--- config.mk ---
export PLATFORM = sky130hd
export DESIGN_NAME = multicycle_mips
export DESIGN_NICKNAME = d
export VERILOG_FILES = /design/src/rtl/mips_pkg.sv /design/src/rtl/mips_regfile.sv /design/src/rtl/multicycle_mips.sv
export SDC_FILE = /design/constraint.sdc
export NUM_CORES = 2
export LEC_CHECK = 0
export ABC_AREA = 1
export CAP_MARGIN = 20
export CORE_MARGIN = 10
export CORE_UTILIZATION = 44
export DETAILED_ROUTE_END_ITERATION = 12
export DONT_BUFFER_PORTS = 1
export GPL_TIMING_DRIVEN = 1
export PLACE_DENSITY = 0.57
export SETUP_SLACK_MARGIN = 0.05
export SYNTH_ARGS = -nofsm -noshare
export SYNTH_HDL_FRONTEND = slang
export SYNTH_SLANG_ARGS = --single-unit
--- constraint.sdc ---
create_clock -name CLK -period 8.1 [get_ports CLK]
set_input_delay 0.405 -clock CLK [delete_from_list [all_inputs] [get_ports CLK]]
set_output_delay 0.405 -clock CLK [all_outputs]
set_load 0.1 [all_outputs]
--- src/rtl/mips_pkg.sv ---
// Shared encodings for the multi-cycle MIPS core: opcodes, functs, ALU controls and FSM states.
package mips_pkg;

  localparam logic [5:0] OpRtype = 6'h00;
  localparam logic [5:0] OpJ     = 6'h02;
  localparam logic [5:0] OpJal   = 6'h03;
  localparam logic [5:0] OpBeq   = 6'h04;
  localparam logic [5:0] OpBne   = 6'h05;
  localparam logic [5:0] OpAddi  = 6'h08;
  localparam logic [5:0] OpLw    = 6'h23;
  localparam logic [5:0] OpSw    = 6'h2b;

  localparam logic [5:0] FnJr  = 6'h08;
  localparam logic [5:0] FnAdd = 6'h20;
  localparam logic [5:0] FnSub = 6'h22;
  localparam logic [5:0] FnAnd = 6'h24;
  localparam logic [5:0] FnOr  = 6'h25;
  localparam logic [5:0] FnSlt = 6'h2a;

  localparam logic [3:0] AluAnd = 4'b0000;
  localparam logic [3:0] AluOr  = 4'b0001;
  localparam logic [3:0] AluAdd = 4'b0010;
  localparam logic [3:0] AluSub = 4'b0110;
  localparam logic [3:0] AluSlt = 4'b0111;

  typedef enum logic [2:0] {StFetch, StDecode, StExec, StMem, StWb, StHalt} state_e;

  function automatic logic is_legal(input logic [5:0] op, input logic [5:0] fn);
    if (op == OpRtype) return fn inside {FnAdd, FnSub, FnAnd, FnOr, FnSlt, FnJr};
    return op inside {OpJ, OpJal, OpBeq, OpBne, OpAddi, OpLw, OpSw};
  endfunction

  function automatic logic [3:0] alu_ctrl(input logic [5:0] op, input logic [5:0] fn);
    logic [3:0] ctrl;
    ctrl = AluAdd;
    if (op == OpBeq || op == OpBne) begin
      ctrl = AluSub;
    end else if (op == OpRtype) begin
      case (fn)
        FnSub:   ctrl = AluSub;
        FnAnd:   ctrl = AluAnd;
        FnOr:    ctrl = AluOr;
        FnSlt:   ctrl = AluSlt;
        default: ctrl = AluAdd;
      endcase
    end
    return ctrl;
  endfunction

endpackage

--- src/rtl/mips_regfile.sv ---
// 32x32 register file: two asynchronous reads, one synchronous write, $0 hardwired to zero.
module mips_regfile (
  input  logic        clk_i,
  input  logic        rst_i,
  input  logic [4:0]  raddr1_i,
  input  logic [4:0]  raddr2_i,
  output logic [31:0] rdata1_o,
  output logic [31:0] rdata2_o,
  input  logic        we_i,
  input  logic [4:0]  waddr_i,
  input  logic [31:0] wdata_i
);

  logic [31:0] regs_q [32];

  always_ff @(posedge clk_i) begin
    if (rst_i) begin
      for (int i = 0; i < 32; i++) regs_q[i] <= '0;
    end else if (we_i && waddr_i != 5'd0) begin
      regs_q[waddr_i] <= wdata_i;
    end
  end

  assign rdata1_o = (raddr1_i == 5'd0) ? '0 : regs_q[raddr1_i];
  assign rdata2_o = (raddr2_i == 5'd0) ? '0 : regs_q[raddr2_i];

endmodule

--- src/rtl/multicycle_mips.sv ---
// Multi-cycle MIPS core with request/ready instruction and data memory ports.
// Halts on illegal instructions or misaligned data accesses until reset.
module multicycle_mips
  import mips_pkg::*;
#(
  parameter logic [31:0] RESET_PC = 32'h0000_0000,
  parameter int unsigned DMEM_AW  = 7
) (
  input  logic               CLK,
  input  logic               RST,
  output logic [31:0]        IR_addr,
  output logic               I_req,
  input  logic               I_ready,
  input  logic [31:0]        IR,
  output logic               D_req,
  output logic               D_we,
  output logic [DMEM_AW-1:0] A,
  output logic [31:0]        D_wdata,
  input  logic [31:0]        D_rdata,
  input  logic               D_ready,
  output logic [31:0]        RF_writedata,
  output logic               RF_we,
  output logic               retire,
  output logic               trap
);

  state_e      state_q, state_d;
  logic [31:0] pc_q, pc_d, ir_q, a_q, b_q, imm_q, alu_q, mdr_q;
  logic [31:0] rs_data, rt_data, alu_b, alu_res, pc_plus4, br_target, j_target, rf_wdata;
  logic [5:0]  op, fn;
  logic [4:0]  rs, rt, rd, rf_waddr;
  logic [3:0]  alu_op;
  logic        rf_wreq, is_mem, is_ctrl, br_taken, misaligned;

  assign op = ir_q[31:26];
  assign rs = ir_q[25:21];
  assign rt = ir_q[20:16];
  assign rd = ir_q[15:11];
  assign fn = ir_q[5:0];

  assign pc_plus4  = pc_q + 32'd4;
  assign br_target = pc_plus4 + {imm_q[29:0], 2'b00};
  assign j_target  = {pc_plus4[31:28], ir_q[25:0], 2'b00};
  assign is_mem    = (op == OpLw) || (op == OpSw);
  assign is_ctrl   = (op == OpBeq) || (op == OpBne) || (op == OpJ) || (op == OpJal) ||
                     (op == OpRtype && fn == FnJr);

  assign alu_op = alu_ctrl(op, fn);
  assign alu_b  = (op == OpRtype || op == OpBeq || op == OpBne) ? b_q : imm_q;

  always_comb begin
    case (alu_op)
      AluSub:  alu_res = a_q - alu_b;
      AluAnd:  alu_res = a_q & alu_b;
      AluOr:   alu_res = a_q | alu_b;
      AluSlt:  alu_res = {31'd0, $signed(a_q) < $signed(alu_b)};
      default: alu_res = a_q + alu_b;
    endcase
  end

  // Branch compare reuses the ALU subtract: zero result means equal operands.
  assign br_taken   = (op == OpBeq) ? (alu_res == 32'd0) : (alu_res != 32'd0);
  assign misaligned = alu_res[1:0] != 2'b00;

  mips_regfile u_regfile (
    .clk_i    (CLK),
    .rst_i    (RST),
    .raddr1_i (rs),
    .raddr2_i (rt),
    .rdata1_o (rs_data),
    .rdata2_o (rt_data),
    .we_i     (RF_we),
    .waddr_i  (rf_waddr),
    .wdata_i  (rf_wdata)
  );

  always_ff @(posedge CLK) begin
    if (RST) state_q <= StFetch;
    else     state_q <= state_d;
  end

  always_comb begin
    state_d = state_q;
    case (state_q)
      StFetch:  if (I_ready) state_d = StDecode;
      StDecode: state_d = is_legal(op, fn) ? StExec : StHalt;
      StExec: begin
        if (is_ctrl)     state_d = StFetch;
        else if (is_mem) state_d = misaligned ? StHalt : StMem;
        else             state_d = StWb;
      end
      StMem:    if (D_ready) state_d = (op == OpSw) ? StFetch : StWb;
      StWb:     state_d = StFetch;
      default:  state_d = StHalt;
    endcase
  end

  always_comb begin
    I_req    = 1'b0;
    D_req    = 1'b0;
    D_we     = 1'b0;
    rf_wreq  = 1'b0;
    rf_waddr = rt;
    rf_wdata = 32'd0;
    retire   = 1'b0;
    trap     = 1'b0;
    pc_d     = pc_q;
    case (state_q)
      StFetch: I_req = 1'b1;
      StExec: begin
        if (is_ctrl) begin
          retire = 1'b1;
          if (op == OpBeq || op == OpBne) pc_d = br_taken ? br_target : pc_plus4;
          else if (op == OpRtype)         pc_d = a_q;
          else                            pc_d = j_target;
          if (op == OpJal) begin
            rf_wreq  = 1'b1;
            rf_waddr = 5'd31;
            rf_wdata = pc_plus4;
          end
        end
      end
      StMem: begin
        D_req = 1'b1;
        D_we  = (op == OpSw);
        if (D_ready && op == OpSw) begin
          retire = 1'b1;
          pc_d   = pc_plus4;
        end
      end
      StWb: begin
        rf_wreq  = 1'b1;
        rf_waddr = (op == OpRtype) ? rd : rt;
        rf_wdata = (op == OpLw) ? mdr_q : alu_q;
        retire   = 1'b1;
        pc_d     = pc_plus4;
      end
      StHalt:  trap = 1'b1;
      default: ;
    endcase
    if (RST) begin
      I_req    = 1'b0;
      D_req    = 1'b0;
      D_we     = 1'b0;
      rf_wreq  = 1'b0;
      rf_wdata = 32'd0;
      retire   = 1'b0;
      trap     = 1'b0;
    end
  end

  always_ff @(posedge CLK) begin
    if (RST) begin
      pc_q  <= RESET_PC;
      ir_q  <= '0;
      a_q   <= '0;
      b_q   <= '0;
      imm_q <= '0;
      alu_q <= '0;
      mdr_q <= '0;
    end else begin
      pc_q <= pc_d;
      if (state_q == StFetch && I_ready) ir_q <= IR;
      if (state_q == StDecode) begin
        a_q   <= rs_data;
        b_q   <= rt_data;
        imm_q <= {{16{ir_q[15]}}, ir_q[15:0]};
      end
      if (state_q == StExec) alu_q <= alu_res;
      if (state_q == StMem && D_ready && op == OpLw) mdr_q <= D_rdata;
    end
  end

  assign RF_we        = rf_wreq && (rf_waddr != 5'd0);
  assign RF_writedata = rf_wdata;
  assign IR_addr      = RST ? RESET_PC : pc_q;
  // Upper address bits are dropped so data accesses wrap within the memory.
  assign A            = alu_q[DMEM_AW+1:2];
  assign D_wdata      = b_q;

endmodule

# Word-level counts from Yosys, hierarchy flattened
# Memories as Yosys holds them, arrays and structs flattened. A register that Yosys moved wholly into a read port is not among the register bits.
# Index checks and enable logic that the tools add are counted.
word_totals:
  romBits: 0
  mem_bits_rw: 1024
  latchBits: 0
  ff_bits: 211
  elab_cells: 135
  output_inout_bits: 109
  mem_count: 1
  inputBits: 68
classes:
  bitwise_logic: 2
  mul: 0
  muxes: 65
  add_sub_neg: 4
  n_lt_le_gt_ge: 1
  reduce_logical: 29
  shifts: 0
  div: 0
  eq_ne: 25
mem_list:
  columns: ["memory", "depth", "width", "read_ports", "rd_clocked_by_memory_dff", "wr", "line", "text"]
  rows:
  - ["u_regfile.regs_q", 32, 32, 2, 2, 32, "mips_regfile.sv:14", "logic [31:0] regs_q [32];"]
ops:
  columns: ["op", "n"]
  rows:
  - ["two-way mux 32 bit", 14]
  - ["one-hot mux 32 bit (4 select lines)", 1]
  - ["one-hot mux 32 bit (3 select lines)", 1]
  - ["adder 32 bit", 2]
  - ["one-hot mux 32 bit (2 select lines)", 1]
  - ["== test 6 bit, second input constant", 7]
  - ["two-way mux 5 bit", 8]
  - ["adder 32 x 3 -> 32 bit, second input constant", 1]
  - ["bitwise AND 32 bit", 1]
  - ["zero test 32 bit", 1]
  - ["< comparator 32 bit", 1]
  - ["OR 32 bit", 1]
  - ["nonzero test 32 bit", 1]
  - ["OR reduction 32 bit", 1]
  - ["subtractor 32 bit", 1]
  - ["two-way mux 3 bit", 9]
  - ["two-way mux 1 bit", 26]
  - ["one-hot mux 3 bit (5 select lines)", 1]
  - ["== test 6 x 2 -> 1 bit, second input constant", 2]
  - ["== test 6 x 3 -> 1 bit, second input constant", 2]
  - ["== test 6 x 4 -> 1 bit, second input constant", 2]
  - ["one-hot mux 3 bit (4 select lines)", 1]
  - ["zero test 5 bit", 2]
  - ["one-hot mux 5 bit (2 select lines)", 1]
  - ["other kinds (20)", 38]

# Depth between registers and ports, before layout
logic_depth:
  depth_word: 15
  depth_mapped: 36
  ltp_nobuf: 34

# Modules after synthesis
# From an unflattened synthesis, not the netlist that was laid out.
hier_totals:
  cells_unflattened: 10408
  area_unflattened_um2: 75037.0
by_module_without_submodules:
  columns: ["mod", "area_each_um2", "cells_each", "instances", "seq_area_each_um2"]
  rows:
  - ["mips_regfile", 56526.7, 7252, 1, 30749.5]
  - ["multicycle_mips", 18510.3, 3156, 1, 4224.1]

# Worst setup path before layout
# OpenSTA, ideal clock, no wires.
synth_path:
  path_kind: "input port to output port"
  startpoint: "input port RST"
  endpoint: "output port D_we"
  n_path_buf: 2
  required_ps: 7695
  arrival_ps: 3715
  slack_ps: 3980
  stages: 3
  cell_sequence: "clkbuf_1 > clkbuf_1 > nor4_1"
synth_between:
  elab_chain_len: 1
synth_lines:
  columns: ["item", "line", "text"]
  rows:
  - ["from (decl)", "multicycle_mips.sv:10", "input logic RST,"]
  - ["two-way mux 1 bit", "multicycle_mips.sv:141", "if (RST) begin"]
  - ["to (decl)", "multicycle_mips.sv:16", "output logic D_we,"]
# No other way between the ends.

# Worst setup path after layout
layout_path:
  startpoint: "register ir_q[31]"
  endpoint: "register pc_q[15]"
layout_between:
  elab_chain_len: 12
  word_cells_on_any_way: 38
  classes_between: "add/sub (2); order compare (1); eq/ne (10); mux (10); bitwise (2); reduce/logical (13)"
layout_lines:
  columns: ["item", "line", "text"]
  rows:
  - ["from (decl)", "multicycle_mips.sv:28", "logic [31:0] pc_q, pc_d, ir_q, a_q, b_q, imm_q, alu_q, mdr_q;"]
  - ["from (signal assigned)", "multicycle_mips.sv:155", "ir_q <= '0;"]
  - ["from (signal assigned)", "multicycle_mips.sv:163", "if (state_q == StFetch && I_ready) ir_q <= IR;"]
  - ["== test 6 x 3 -> 1 bit / zero test 6 bit (equally long branches)", null, null]
  - ["logical OR 1 bit (2 in a row)", "multicycle_mips.sv:49", "assign alu_b = (op == OpRtype || op == OpBeq || op == OpBne) ? b_q : imm_q;"]
  - ["two-way mux 32 bit", "multicycle_mips.sv:49", null]
  - ["adder 32 bit, or another cell as far along", "multicycle_mips.sv:57", "default: alu_res = a_q + alu_b;"]
  - ["one-hot mux 32 bit (4 select lines)", "multicycle_mips.sv:52", "case (alu_op)"]
  - ["nonzero test 32 bit / zero test 32 bit (equally long branches)", "multicycle_mips.sv:62", "assign br_taken = (op == OpBeq) ? (alu_res == 32'd0) : (alu_res != 32'd0);"]
  - ["two-way mux 1 bit", "multicycle_mips.sv:62", null]
  - ["two-way mux 32 bit (2 in a row)", "multicycle_mips.sv:113", "if (op == OpBeq || op == OpBne) pc_d = br_taken ? br_target : pc_plus4;"]
  - ["two-way mux 32 bit", "multicycle_mips.sv:111", "if (is_ctrl) begin"]
  - ["one-hot mux 32 bit (3 select lines)", "multicycle_mips.sv:108", "case (state_q)"]
  - ["to (signal assigned)", "multicycle_mips.sv:162", "pc_q <= pc_d;"]
  - ["to (decl)", "multicycle_mips.sv:28", null]
# Parallel ways exist; a longest one is shown, timed or not. The select of a mux whose other input is x is not followed.
# A chain may end at the register's enable or synchronous reset.

==> results.toml <==
[status]
status = "complete, no violations"

[global_routing]
grt_pass1_wl_mm = 449
antenna_found_initial = 11
grt_max_degree = 185
first_global_vias = 64194
grt-ovfl-total = 0
grt_use_total_pct = 32.8

[setup_path]
arrival_ns = 7.19
criticalPathCategory = "register to register"
slowest_delay_ns = 0.58
crit_slowest_cell = "nand2_1"
crit_fanout = 21
worstPathRequired_ns = 8.79
critPathLaunchType = "register"
crit_path_frequent_cell = "nand2_1"
r2r_cells = 29
crit_path_end_kind = "register"

[timing]
rsz0062_at_grt = "no"
max_slew_margin_pct = 21.3
period_share_pct = 80.2
whs_ns = 0.0572
finalSetupTns_ns = 0
report.final.hold_viol_count = 0
fmax_mhz = 154
worst_slew_pin_slew_ns = 1.18
fin_skew_ns = 0.0388
slew_viol_final = 0
fin_crit_ns = 6.49
setup_violations = 0

[clocking]
cts_root_buffer = "clkbuf_16"
numClockSinks = 1245
clockBufferDepth = 3
path_clk_slew_ns = 0.07
clock_latency_ns = 0.82
cts_tree = "built"
htree_levels = 4
numCtsBuffers = 144
post_cts_buffers = 0

[yosys]
netlist_area_um2 = 73300
netlist_instances = 8820
synth-edff-count = 1024
synth_top_area_share_pct = 41.9
synth_ff_type = "edfxtp_1"
synth.most_common_cell = "nand2_1"
ys_seq_area_share_pct = 48.0
ys_types = 52
yosysWarnings = 0
yosysTopAreaCell = "edfxtp_1"
synth_commonest_cells = "1684 x nand2_1, 1451 x nor2_1, 1024 x edfxtp_1"
ys_ff_latch = 1245
synth_area_per_cell_um2 = 8.31
ys_top_cells_by_area = "edfxtp_1 42%, nand2_1 8.6%, nor2_1 7.4%"
async_flop_share_pct = 0

[routing]
dr.pass1.iters = 9
antenna_left = 0
drt-initial-drc-count = 9351
vias = 68362
drc = 0
via_per_inst = 6.30
routed_wl_mm = 317
drt-wirelength-per-cell_um = 29.2

[floorplan]
rows = 149
die_height_um = 428
dieArea_um2 = 183000
coreArea_um2 = 165000
ios = 177
die_w_um = 428
initial_core_util_pct = 44.3

[power]
switching_share_pct = 48.3
p_per_area_nw_per_um2 = 350
combPwrFrac_pct = 48.7
p_sw_uw = 13700
p_leak_uw = 0.0295
intPower_uw = 14600
p_clk_share_pct = 22.9
power_frac_seq_pct = 28.5
vdd_drop_max_v = 0.000212

[layout]
area_growth_pct = 10.3
layout-drive-gt1-share_pct = 8.30
layout.nets = 8740

[placement]
dp_hpwl_mm = 199
place.gp.congestion = 0.984
port_buffers = 0

[run]
cap_viol_max_count = 0

[min_path]
hold_path_class = "input pin to register"
hold_path_depth = 4
worst max-delay path: cells and delay by family, from the launching register on:
family                   cells  cell delay (ns)
AO/OA/AOI/OAI                1             0.41
buffers and inverters        5             1.06
adder cells (fa/ha/maj)      1             0.43
AND/OR/NAND/NOR             22             4.05
flip-flops                   1             0.39
registers in the layout, indices dropped and copies added, names as in the netlist, named ones only:
register          cells
alu_q                32
D_wdata              32
ir_q                 32
u_regfile.regs_q   1024
a_q                  32
imm_q                16
mdr_q                32
pc_q                 32
state_q               3
what timing repair did:
action                    CTS  global route
gates resized for setup     0             0
hold buffers               68             1
hold endpoints to repair  185             1
cell usage in the layout (no fill, tap or decap), types with 18 or more instances in the layout:
| cell type | instances |
|---|---|
| mux2i_1 | 256 |
| nand2_2 | 58 |
| nor2_2 | 172 |
| a32oi_1 | 256 |
| o211ai_1 | 263 |
| clkbuf_16 | 144 |
| o22ai_1 | 23 |
| clkbuf_1 | 42 |
| a21oi_1 | 543 |
| dlygate4sd3_1 | 68 |
| clkinv_1 | 29 |
| buf_4 | 184 |
| nand4_1 | 32 |
| dfxtp_1 | 211 |
| nand2_4 | 21 |
| inv_2 | 18 |
| o21ai_0 | 526 |
| nand3_1 | 461 |
| o221ai_1 | 257 |
| conb_1 | 32 |
| ha_1 | 126 |
| nor2_1 | 1417 |
| nand2_1 | 1628 |
| nor3_1 | 27 |
| edfxtp_1 | 1024 |
| xor2_1 | 44 |
| inv_1 | 607 |
power groups by stage:
stage / clock (µW) / sequential [µW] / combinational (µW)
after floorplan: 0 / 8120 / 8490
after global placement: 0 / 8170 / 13100
after detailed placement: 0 / 8160 / 13200
after CTS: 6500 / 8040 / 13300
after global routing: 6760 / 8080 / 14700
final: 6460 / 8050 / 13800
per-stage QoR:
step / power [µW] / area [µm²] / util (%) / setup slack, ns / std cells
floorplan: 16600 / 73400 / - / 3.98 / 8851
global placement: 21300 / 75200 / 45.5 / 1.44 / 10494
detailed placement: 21400 / 75400 / 45.6 / 1.91 / 10506
CTS: 27900 / 80600 / 48.8 / 1.88 / 10836
global route: 29500 / 80800 / 48.9 / 1.22 / 10848
finish: 28300 / 80800 / 48.9 / 1.61 / 10851
final timing paths:
| kind | from | endpoint | slack (ns) |
|---|---|---|---|
| worst max-delay path | ir_q[31]$_SDFFE_PP0P_ | pc_q[15]$_SDFFE_PP0P_ | 1.61 |
| worst min-delay path | RST | pc_q[29]$_SDFFE_PP0P_ | 0.06 |
| worst max register to register | ir_q[31]$_SDFFE_PP0P_ | pc_q[15]$_SDFFE_PP0P_ | 1.61 |
| worst min register to register | alu_q[18]$_SDFFE_PP0P_ | alu_q[18]$_SDFFE_PP0P_ | 0.48 |
cell type report:
| class | instances | area [µm²] |
|---|---|---|
| multi-input cells | 6230 | 33100 |
| inverters | 632 | 2390 |
| clock buffers | 193 | 3900 |
| flip-flops and latches | 1245 | 35200 |
| clock inverters | 69 | 682 |
| repair buffers | 290 | 2790 |
| fillers | 15541 | 84500 |
| well taps | 2189 | 2740 |
| diodes | 3 | 7.51 |
cell families (layout without fill, tap and decap cells):
logic type | Yosys count | in the layout | synth area share [%]
XOR/XNOR | 54 | 54 | 0.645
adder cells (fa/ha/maj) | 129 | 129 | 2.23
flip-flops | 1245 | 1245 | 48.0
AND/OR/NAND/NOR | 3853 | 3853 | 21.6
buffers and inverters | 1376 | 1184 | 7.38
multiplexers | 256 | 256 | 3.49
AO/OA/AOI/OAI | 1906 | 1906 | 16.7
other | 1 | 35 | 0.00511
layer usage:
layer / routed length (µm) / vias to the layer above / track usage, % / part of all wire (%)
met3: 36300 / 944 / 7.87 / 11
li1: - / 29979 / - / -
met4: 20300 / 4 / 18.6 / 6.4
met2: 139000 / 4497 / 50.7 / 44
met1: 121000 / 32938 / 42.0 / 38
met5: 27 / - / 0 / 0.0085
Note: power is estimated with default switching activity, not from simulation.
